<file path="config.mk">
export PLATFORM = sky130hd
export DESIGN_NAME = x74xx_gate_bank_pipe_flat
export DESIGN_NICKNAME = d
export VERILOG_FILES = /design/src/rtl/x74xx_gate_bank_pipe_if.sv /design/src/rtl/x74xx_gate_bank_pipe.sv /design/src/flat_wrapper.sv
export SDC_FILE = /design/constraint.sdc
export NUM_CORES = 1
export LEC_CHECK = 0
export CAP_MARGIN = 30
export CORE_MARGIN = 2
export CORE_UTILIZATION = 49
export CTS_CLUSTER_DIAMETER = 40
export DETAILED_ROUTE_END_ITERATION = 7
export MAX_ROUTING_LAYER = met4
export PLACE_DENSITY = 0.86
export SLEW_MARGIN = 20
export SYNTH_ARGS = -nofsm -noshare
export SYNTH_HDL_FRONTEND = slang
export SYNTH_SLANG_ARGS = --single-unit
</file>
<file path="constraint.sdc">
create_clock -name clock_50 -period 2.1 [get_ports clock_50]
set_input_delay 0.63 -clock clock_50 [delete_from_list [all_inputs] [get_ports clock_50]]
set_output_delay 0.63 -clock clock_50 [all_outputs]
set_load 0.02 [all_outputs]
</file>
<file path="src/rtl/x74xx_gate_bank_pipe_if.sv">
// Gate bank bus: per-beat operands/opcode in, gated result, valid and activity count out.
// master drives the beat and control inputs; slave is the gate bank itself.
interface x74xx_gate_bank_pipe_if #(
    parameter int CHANNELS = 4,
    parameter int WIDTH    = 1,
    parameter int CNT_W    = 16
);
    localparam int N = CHANNELS * WIDTH;

    logic [1:0]       op;
    logic             in_valid;
    logic             hold;
    logic [N-1:0]     a;
    logic [N-1:0]     b;
    logic [N-1:0]     y;
    logic             out_valid;
    logic             cnt_clear;
    logic [CNT_W-1:0] toggle_count;

    modport master (
        output op, in_valid, hold, a, b, cnt_clear,
        input  y, out_valid, toggle_count
    );

    modport slave (
        input  op, in_valid, hold, a, b, cnt_clear,
        output y, out_valid, toggle_count
    );
endinterface

</file>
<file path="src/rtl/x74xx_gate_bank_pipe.sv">
// Bank of bitwise 2-input gates (OR/AND/XOR/NOR) behind a STAGES-deep pipeline (0 = combinational).
// Latency STAGES edges; hold freezes every stage and drops the offered beat; no queuing.
module x74xx_gate_bank_pipe #(
    parameter int CHANNELS = 4,
    parameter int WIDTH    = 1,
    parameter int STAGES   = 1,
    parameter int CNT_W    = 16
) (
    input  logic                  clock_50,
    input  logic                  reset,
    x74xx_gate_bank_pipe_if.slave bus
);
    localparam int N = CHANNELS * WIDTH;
    localparam logic [CNT_W-1:0] CNT_MAX = '1;

    logic [N-1:0]     y_int;
    logic             vld_int;
    logic [N-1:0]     last_y;
    logic [CNT_W-1:0] toggle_cnt;

    function automatic logic [N-1:0] gate_f(input logic [1:0] op,
                                            input logic [N-1:0] a,
                                            input logic [N-1:0] b);
        logic [N-1:0] r;
        case (op)
            2'b00:   r = a | b;
            2'b01:   r = a & b;
            2'b10:   r = a ^ b;
            default: r = ~(a | b);
        endcase
        return r;
    endfunction

    if (STAGES == 0) begin : g_comb
        assign y_int   = gate_f(bus.op, bus.a, bus.b);
        assign vld_int = bus.in_valid & ~bus.hold;
    end else begin : g_pipe
        logic [N-1:0]      pipe_dat [STAGES];
        logic [STAGES-1:0] pipe_vld;

        // Data only moves with a valid beat, so bubbles leave y at the last result.
        always_ff @(posedge clock_50) begin
            if (reset) begin
                for (int k = 0; k < STAGES; k++) begin
                    pipe_dat[k] <= '0;
                end
                pipe_vld <= '0;
            end else if (!bus.hold) begin
                pipe_vld[0] <= bus.in_valid;
                if (bus.in_valid) begin
                    pipe_dat[0] <= gate_f(bus.op, bus.a, bus.b);
                end
                for (int k = 1; k < STAGES; k++) begin
                    pipe_vld[k] <= pipe_vld[k-1];
                    if (pipe_vld[k-1]) begin
                        pipe_dat[k] <= pipe_dat[k-1];
                    end
                end
            end
        end

        assign y_int   = pipe_dat[STAGES-1];
        assign vld_int = pipe_vld[STAGES-1];
    end

    // A frozen output under hold is not a new observation, so it is not counted.
    always_ff @(posedge clock_50) begin
        if (reset) begin
            last_y     <= '0;
            toggle_cnt <= '0;
        end else begin
            if (vld_int && !bus.hold) begin
                last_y <= y_int;
                if ((y_int != last_y) && (toggle_cnt != CNT_MAX)) begin
                    toggle_cnt <= toggle_cnt + 1'b1;
                end
            end
            if (bus.cnt_clear) begin
                toggle_cnt <= '0;
            end
        end
    end

    assign bus.y            = y_int;
    assign bus.out_valid    = vld_int;
    assign bus.toggle_count = toggle_cnt;
endmodule
</file>
<file path="src/flat_wrapper.sv">
// flat-port wrapper written by rule: the top's interface ports become plain ports
module x74xx_gate_bank_pipe_flat 
#(
    parameter int CHANNELS = 4,
    parameter int WIDTH    = 1,
    parameter int STAGES   = 1,
    parameter int CNT_W    = 16
)
  (clock_50, reset, bus_op, bus_in_valid, bus_hold, bus_a, bus_b, bus_cnt_clear, bus_y, bus_out_valid, bus_toggle_count);
  x74xx_gate_bank_pipe_if #(.CHANNELS(CHANNELS), .WIDTH(WIDTH), .CNT_W(CNT_W)) bus_i ();
  input  logic clock_50;
  input  logic reset;
  input wire logic [$bits(bus_i.op)-1:0] bus_op;
  input wire logic [$bits(bus_i.in_valid)-1:0] bus_in_valid;
  input wire logic [$bits(bus_i.hold)-1:0] bus_hold;
  input wire logic [$bits(bus_i.a)-1:0] bus_a;
  input wire logic [$bits(bus_i.b)-1:0] bus_b;
  input wire logic [$bits(bus_i.cnt_clear)-1:0] bus_cnt_clear;
  output wire logic [$bits(bus_i.y)-1:0] bus_y;
  output wire logic [$bits(bus_i.out_valid)-1:0] bus_out_valid;
  output wire logic [$bits(bus_i.toggle_count)-1:0] bus_toggle_count;
  assign bus_i.op = bus_op;
  assign bus_i.in_valid = bus_in_valid;
  assign bus_i.hold = bus_hold;
  assign bus_i.a = bus_a;
  assign bus_i.b = bus_b;
  assign bus_i.cnt_clear = bus_cnt_clear;
  assign bus_y = bus_i.y;
  assign bus_out_valid = bus_i.out_valid;
  assign bus_toggle_count = bus_i.toggle_count;
  x74xx_gate_bank_pipe #(.CHANNELS(CHANNELS), .WIDTH(WIDTH), .STAGES(STAGES), .CNT_W(CNT_W)) u_core (.clock_50(clock_50), .reset(reset), .bus(bus_i));
endmodule
</file>
======== Word level (Yosys, flattened, before mapping) ========
Memory sizes are Yosys's and may differ from the RTL's.
Cells that the tools add are included.
operators by class
  add/subtract/negate cells ............... 1
  multiply operators ...................... 0
  div/mod/pow operators ................... 0
  $lt $le $gt $ge ......................... 0
  eq/ne operators ......................... 4
  shift operators ......................... 0
  muxes and demuxes ....................... 12
  bitwise gates (word level) .............. 4
  reductions and logical operators ........ 7
operator list
  cell                                                                    number
  16-bit by 1-bit adder with 16-bit output (second input constant)        1
  4-bit 2-to-1 mux                                                        4
  16-bit != test (second input constant)                                  1
  4-bit one-hot mux with 3 select lines                                   1
  1-bit 2-to-1 mux                                                        7
  4-bit bitwise AND                                                       1
  4-bit != test                                                           1
  4-bit inverter                                                          1
  4-bit OR                                                                1
  4-bit OR reduction                                                      1
  4-bit XOR                                                               1
  2-bit by 1-bit equality test with 1-bit output (second input constant)  1
  2-bit equality test (second input constant)                             1
  1-bit logical AND                                                       2
  2-bit zero test                                                         1
  2-bit AND reduction                                                     1
  2-bit OR reduction                                                      1
  1-bit zero test                                                         1
word-level totals
  bits in registers ....................... 21
  latch bits .............................. 0
  memory bits (writable) .................. 4
  memory bits (read-only) ................. 0
  input bits .............................. 15
  output and inout port bits .............. 21
  logic and storage cells ................. 32
  memories ................................ 1
memories
  name                    depth  width  read ports  clocked after memory_dff  write ports  RTL line                    RTL
  u_core.g_pipe.pipe_dat  1      4      1           0                         1            x74xx_gate_bank_pipe.sv:38  logic [N-1:0] pipe_dat [STAGES];

======== Depth between registers and ports, before layout ========
Gate-level depths: netlist (run 1).
  depth in word-level cells ............... 7
  mapped depth ............................ 7
  gate-level depth less buffers ........... 7

======== Worst setup path before layout (run 1) ========
OpenSTA, ideal clock, no wires.
  path kind ............................... input -> register
  start ................................... input port bus_op[0]
  end ..................................... memory u_core.g_pipe.pipe_dat[0][1] (netlist bit), data pin
  data arrival time ....................... 1.495 ns
  path slack .............................. 0.352 ns
  stages on the path ...................... 4
  path through ............................ clkbuf_1 > mux2_2 > a21oi_1 > nor2_1
between the ends
  longest elaborated chain between the ends .. 6
  elaborated cells between the ends (all ways) .. 8
  those cells by class .................... eq/ne (2); mux (5); reduce/logical (1)
ends and longest elaborated chain
  element                                            RTL line                    RTL
  start, declared                                    flat_wrapper.sv:13          input wire logic [$bits(bus_i.op)-1:0] bus_op;
  2-bit equality test, or another cell as far along  x74xx_gate_bank_pipe.sv:25  case (op)
  4-bit one-hot mux with 3 select lines *            x74xx_gate_bank_pipe.sv:25
  4-bit 2-to-1 mux *                                 x74xx_gate_bank_pipe.sv:50  if (bus.in_valid) begin
  4-bit 2-to-1 mux *                                 x74xx_gate_bank_pipe.sv:48  end else if (!bus.hold) begin
  4-bit 2-to-1 mux *                                 x74xx_gate_bank_pipe.sv:43  if (reset) begin
  4-bit 2-to-1 mux (no line) *                       --
  end, declared                                      x74xx_gate_bank_pipe.sv:38
Every way passes the cells marked *; elsewhere a longest branch is shown, timed or not. The select of a mux whose other input is x is not followed.

======== Worst setup path in the final report (run 1) ========
  start ................................... register u_core.toggle_cnt[9], in the netlist u_core.bus.toggle_count[9]
  end ..................................... output port bus_toggle_count[9]
RTL lines
  element                 RTL line                    RTL
  start, declared         x74xx_gate_bank_pipe.sv:19  logic [CNT_W-1:0] toggle_cnt;
  start signal, assigned  x74xx_gate_bank_pipe.sv:75  toggle_cnt <= toggle_cnt + 1'b1;
  end, declared           flat_wrapper.sv:21          output wire logic [$bits(bus_i.toggle_count)-1:0] bus_toggle_count;
No word-level cell between the ends.

==> results of run 1 <==
-- flip-flops by register name, indices dropped and copies added (netlist names) --
| name | flops |
|---|---|
| u_core.last_y | 4 |
| u_core.g_pipe.pipe_dat | 4 |
| u_core.bus.toggle_count | 16 |
| u_core.bus.out_valid | 1 |
-- metal layers --
| layer | vias up | track usage, % | routed length [microns] |
|---|---|---|---|
| li1 | 698 | - | - |
| met1 | 628 | 22.21 | 1398 |
| met2 | 31 | 35.32 | 1559 |
| met3 | 2 | 1.965 | 68 |
| met4 | 0 | 8.442 | 14 |
| met5 | - | - | 0 |
-- synth_stat cells, types with 2 or more instances --
cell type	instances
and2_1	2
nor2_1	19
inv_1	14
ha_1	9
clkbuf_1	6
mux2i_1	4
nand4_1	4
mux2_2	3
nand2_1	17
nand4_2	2
nand2b_1	3
dfxtp_1	21
nor3_2	2
a21oi_1	13
a211oi_1	5
nor4_4	2
nand3_1	5
and4_1	2
xnor2_1	8
xor2_1	4
nor3_1	5
or2_2	2
edfxtp_1	4
nor4_1	2
-- cells by family after synthesis --
group / synth area share, %
DFF: 36.18
xor gates and xnor gates: 7.035
muxes: 4.941
adders and majority gates: 7.538
and+or+nand+nor: 28.14
AOI/OAI and AO/OA: 10.80
buffers and inverters: 5.360
-- layout by cell type (no fill, tap or decap), types with 5 or more instances in the layout --
cell type and n:
nand2_1 17, a211oi_1 5, clkdlybuf4s50_1 34, nor2_1 19, inv_1 14, nor3_1 5, nand3_1 5, xnor2_1 8
buf_4 13, dfxtp_1 21, a21oi_1 13, ha_1 9
-- layout make-up --
type	instances	area, sq um
clock buffers	4	26.28
fillers	236	993.5
inverters	14	52.55
multi-input cells	128	873.3
flip-flops and latches	25	540.5
well taps	33	41.29
repair buffers	48	450.4
-- metrics by stage --
step | instance area (sq um) | power [mW] | utilization [%]
floorplan | 1494 | 0.5975 | -
global placement | 1956 | 0.6623 | 65.67
detailed placement | 1956 | 0.6663 | 65.67
CTS | 1982 | 0.8749 | 66.55
global route | 1984 | 0.9053 | 66.64
finish | 1984 | 0.8691 | 66.64
-- power groups by stage --
stage / Sequential [mW] / Clock [mW] / Combinational (mW)
6_report: 0.506 / 0.213 / 0.150
5_1_grt: 0.508 / 0.233 / 0.165
4_1_cts: 0.506 / 0.218 / 0.151
3_5_place_dp: 0.517 / 0 / 0.150
3_3_place_gp: 0.516 / 0 / 0.146
2_1_floorplan: 0.525 / 0 / 0.0725
-- final timing paths --
| kind | slack [ns] | to | from | cells past startpoint |
|---|---|---|---|---|
| max | 0.05 | bus_toggle_count[9] | u_core.bus.toggle_count[9] | 1 |
| min reg2reg | 0.48 | u_core.last_y[1] | u_core.last_y[1] | 2 |
| min | 0.48 | u_core.last_y[1] | u_core.last_y[1] | 2 |
| max reg2reg | 0.28 | u_core.bus.toggle_count[14] | u_core.g_pipe.pipe_dat[0][3] | 6 |
-- timing repair --
item,in CTS,in global routing
setup endpoints to repair,0,1
gates resized for setup,0,1
setup buffers,0,0
==> flow_summary.json, run 1 <==
{
  "cts_made_buffers": 3,
  "vdd_ir_drop_max_uv": 245.6,
  "whs_ns": 0.4770,
  "antenna_found_initial": 0,
  "worst-path-buf-inv": 1,
  "num_antenna_cells": 0,
  "ant_nets": 0,
  "cp_max_fo": 6,
  "synth_fp_nets": 198,
  "dp_cells": 248,
  "core_sq_mm": 0.002978,
  "yosysTopAreaCellShare_pct": 28.14,
  "synth_edf_count": 4,
  "cts_hold_buf": 0,
  "clockRootBuffer": "clkbuf_4",
  "synthArstFlopShare_pct": 0,
  "crit_family": "buffers and inverters",
  "setup_slack_ns": 0.04629,
  "end_kind": "primary output",
  "synth_area_sq_mm": 0.001494,
  "grt_overflow": 0,
  "pwr-share-comb_pct": 17.3,
  "finalCritPeriodShare_pct": 97.80,
  "synth_area_leaders": "dfxtp_1 28%, edfxtp_1 8.0%, ha_1 7.5%",
  "clkSinkCount": 25,
  "cts.clk_slew.worst_paths_ns": 0.13,
  "routed_via_density": 5.393,
  "crit_path_top_delay_cell": "clkdlybuf4s50_1",
  "pre_cts_slack_ns": -0.1263,
  "tns_ns": 0,
  "final_cells": 252,
  "p_sw_share_pct": 25.35,
  "path_cells": "clkdlybuf4s50_1",
  "synthCells": 174,
  "drive_gt1_share_pct": 12.79,
  "final_nets": 244,
  "num_vias": 1359,
  "wl_microns": 3041,
  "cpPeakStageDelay_ns": 0.64,
  "p_seq_share_pct": 58.2,
  "yosys.area.top_type": "dfxtp_1",
  "drv_slew": 0,
  "power.density_mw_per_mm2": 438.0,
  "grtUsageTotal_pct": 19.79,
  "worst_pin_slew_ns": 0.5027,
  "clock_power_share_pct": 24.6,
  "period_needed_ns": 2.054,
  "rsz0062_at_grt": "no",
  "tritoncts": "done",
  "yosys_warnings": 0,
  "skew_ns": 0.005701,
  "grt_max_degree": 16,
  "ios": 36,
  "cts_max_path_buffers": 2,
  "drtIter0Drc": 42,
  "rows": 20,
  "setup.worst_path.start_class": "register",
  "p_switching_mw": 0.2203,
  "setup-violations-final": 0,
  "die_area_sq_mm": 0.003506,
  "internal-power_mw": 0.6488,
  "maxCapViolCount": 0,
  "ys_ff_latch": 25,
  "maxSlewHeadroom_pct": 66.41,
  "grt_pass1_vias": 1288,
  "yosysSeqAreaShare_pct": 36.18,
  "initial_utilization_pct": 50.17,
  "h-tree-depth": 1,
  "route.detailed.drc": 0,
  "dp.final_hpwl_microns": 2442,
  "avgSynthCellArea_sq_um": 8.586,
  "hp-class": "register to register",
  "yosysUniqueCellTypes": 40,
  "cp_data_required_time_ns": 1.47,
  "gp_congestion": 0.8074,
  "io_buffers": 35,
  "die_w_microns": 59.22,
  "leakage_nw": 0.8101,
  "drtPass1Iterations": 4,
  "status": "complete, no violations",
  "synthFlopType": "dfxtp_1",
  "max_freq_mhz": 486.9,
  "crit_type": "register to primary output",
  "wl_per_cell_microns": 12.07,
  "cp_data_arrival_time_ns": 1.42,
  "insertion_delay_ns": 0.32,
  "syn2layout_area_growth_pct": 32.83,
  "die_y_microns": 59.22,
  "hold_violations": 0,
  "grt_first_pass_wirelength_microns": 5209
}
(Power assumes the default switching activity.)
==> run 2, diff against run 1 <==
--- a/config.mk
+++ b/config.mk
@@ -7,11 +7,11 @@
 export LEC_CHECK = 0
 export CAP_MARGIN = 30
 export CORE_MARGIN = 2
-export CORE_UTILIZATION = 49
+export CORE_UTILIZATION = 40
 export CTS_CLUSTER_DIAMETER = 40
 export DETAILED_ROUTE_END_ITERATION = 7
 export MAX_ROUTING_LAYER = met4
-export PLACE_DENSITY = 0.86
+export PLACE_DENSITY = 0.74
 export SLEW_MARGIN = 20
 export SYNTH_ARGS = -nofsm -noshare
 export SYNTH_HDL_FRONTEND = slang
==> flow_summary.json, run 2 (synthesized netlist as in run 1, its figures left out) <==
{
  "status": "complete, no violations",
  "gp_congestion": 0.7893,
  "worst-path-buf-inv": 1,
  "maxCapViolCount": 0,
  "antenna_found_initial": 0,
  "ff2ff_setup_slack_ns": 0.29,
  "grt-busiest-layer": "met2",
  "initial_utilization_pct": 41.12,
  "drv_slew": 0,
  "cp_data_arrival_time_ns": 1.40,
  "cts_setup_buffers": 0,
  "cts.clk_slew.worst_paths_ns": 0.09,
  "path_cells": "clkdlybuf4s50_1",
  "h-tree-depth": 1,
  "cts_max_path_buffers": 2,
  "drtPass1Iterations": 4,
  "tritoncts": "done",
  "grt_max_degree": 14,
  "vdd_ir_drop_max_uv": 199.1,
  "tns_ns": 0,
  "num_antenna_cells": 0,
  "met2_usage_pct": 27.19,
  "leakage_nw": 0.8093,
  "cp_data_required_time_ns": 1.47,
  "route.detailed.drc": 0,
  "cts_hold_buf": 0,
  "cp_max_fo": 7,
  "final_nets": 245,
  "syn2layout_area_growth_pct": 36.93,
  "ant_nets": 0,
  "ios": 36,
  "critPathLaunch": "u_core.bus.toggle_count[8]",
  "die_y_microns": 65.12,
  "final_cell_mix": "35 x clkdlybuf4s50_1, 21 x dfxtp_1, 19 x nor2_1",
  "grt_pass1_vias": 1276,
  "clockRootBuffer": "clkbuf_8",
  "crit_type": "register to primary output",
  "final_common_cell": "clkdlybuf4s50_1",
  "setup.worst_path.start_class": "register",
  "hp-class": "register to register",
  "die_area_sq_mm": 0.004240,
  "dp.final_hpwl_microns": 2477,
  "use_met1_pct": 22.62,
  "drive_gt1_share_pct": 13.64,
  "hold_end": "u_core.last_y[2]",
  "grt_overflow": 0,
  "clkSinkCount": 25,
  "num_vias": 1376,
  "largest_reg_flops": 16,
  "cts_made_buffers": 3,
  "grtUsageMet3_pct": 2.568,
  "worst_pin_slew_ns": 0.4592,
  "worstRegToRegCells": 6,
  "rows": 22,
  "rsz0062_at_grt": "no",
  "power.density_mw_per_mm2": 464.9,
  "grtUsageTotal_pct": 17.18,
  "crit_path_top_delay_cell": "clkdlybuf4s50_1",
  "hold_violations": 0,
  "insertion_delay_ns": 0.27,
  "maxSlewHeadroom_pct": 69.32,
  "r2r_start": "u_core.bus.toggle_count[0]",
  "die_w_microns": 65.12,
  "hold_start": "u_core.last_y[2]",
  "drtIter0Drc": 64,
  "setup-violations-final": 0,
  "cpPeakStageDelay_ns": 0.65,
  "routed_via_density": 5.134,
  "reg2reg_to": "u_core.bus.toggle_count[12]",
  "holdPathStages": 2,
  "whs_ns": 0.4723,
  "max_freq_mhz": 493.7,
  "crit_family": "buffers and inverters",
  "finalCritPeriodShare_pct": 96.46,
  "period_needed_ns": 2.026,
  "end_kind": "primary output",
  "io_buffers": 35,
  "grt_first_pass_wirelength_microns": 5671,
  "wl_microns": 3244,
  "core_sq_mm": 0.003633,
  "skew_ns": 0.002590,
  "wl_per_cell_microns": 12.10
}
==> run 2: cell count changes in the layout (fill, tap and decap cells not counted) <==
| cell | delta |
|---|---|
| nor4_1 | -1 |
| clkdlybuf4s50_1 | +1 |
| nor4_2 | +1 |
| clkbuf_8 | +3 |
| clkbuf_4 | -3 |
| dlymetal6s2s_1 | -1 |
| buf_12 | +1 |
==> run 2: area by class of cell <==
cell class | instances | area (sq um)
Fill cell | 347 | 1588
Multi-Input combinational cell | 128 | 879.6
Sequential cell | 25 | 540.5
Timing Repair Buffer | 49 | 467.9
Tap cell | 48 | 60.06
Inverter | 14 | 52.55
Clock buffer | 4 | 45.04
==> run 2: tightest hold or removal path, cell delays in order, from the launching register on <==
cell,delay [ns]
dfxtp_1,0.33
nand2_1,0.05
a21oi_1,0.05
==> run 2: report_power, final <==
part	switching (mW)	internal (mW)
Clock	0.154	0.136
Sequential	0.00930	0.496
Combinational	0.0743	0.0814
Total	0.237	0.714
==> run 2: worst max path at each step <==
| stage | to | slack, ns | depth (start not counted) |
|---|---|---|---|
| 2_1_floorplan | u_core.g_pipe.pipe_dat[0][1] | 0.35 | 4 |
| 3_3_place_gp | u_core.bus.toggle_count[9] | -0.08 | 7 |
| 3_5_place_dp | u_core.bus.toggle_count[9] | -0.13 | 7 |
| 4_1_cts | bus_toggle_count[8] | 0.07 | 1 |
| 5_1_grt | bus_toggle_count[8] | 0.02 | 1 |
| 6_report | bus_toggle_count[8] | 0.07 | 1 |
==> run 2: per-layer routing <==
layer | up-vias | wire, microns
met1 | 639 | 1527
met2 | 39 | 1551
met3 | 2 | 140
met5 | - | 0
li1 | 696 | -
met4 | 0 | 25
==> run 2: metrics by stage <==
| stage | util, % | total power, mW | setup slack [ns] | instances | instance area [sq um] |
|---|---|---|---|---|---|
| after CTS | 56.13 | 0.9524 | 0.07330 | 268 | 2039 |
| after global placement | 54.89 | 0.6695 | -0.08081 | 264 | 1994 |
| after global routing | 56.30 | 0.9879 | 0.02057 | 268 | 2046 |
| after floorplan | - | 0.5975 | 0.3518 | 174 | 1494 |
| final | 56.30 | 0.9510 | 0.07432 | 268 | 2046 |
| after detailed placement | 54.89 | 0.6722 | -0.1348 | 264 | 1994 |
==> run 2: what timing repair did <==
action                                 4_1_cts  5_1_grt
resized for setup                            0        1
setup endpoints to repair                    0        1
endpoints found under the hold margin        0        0
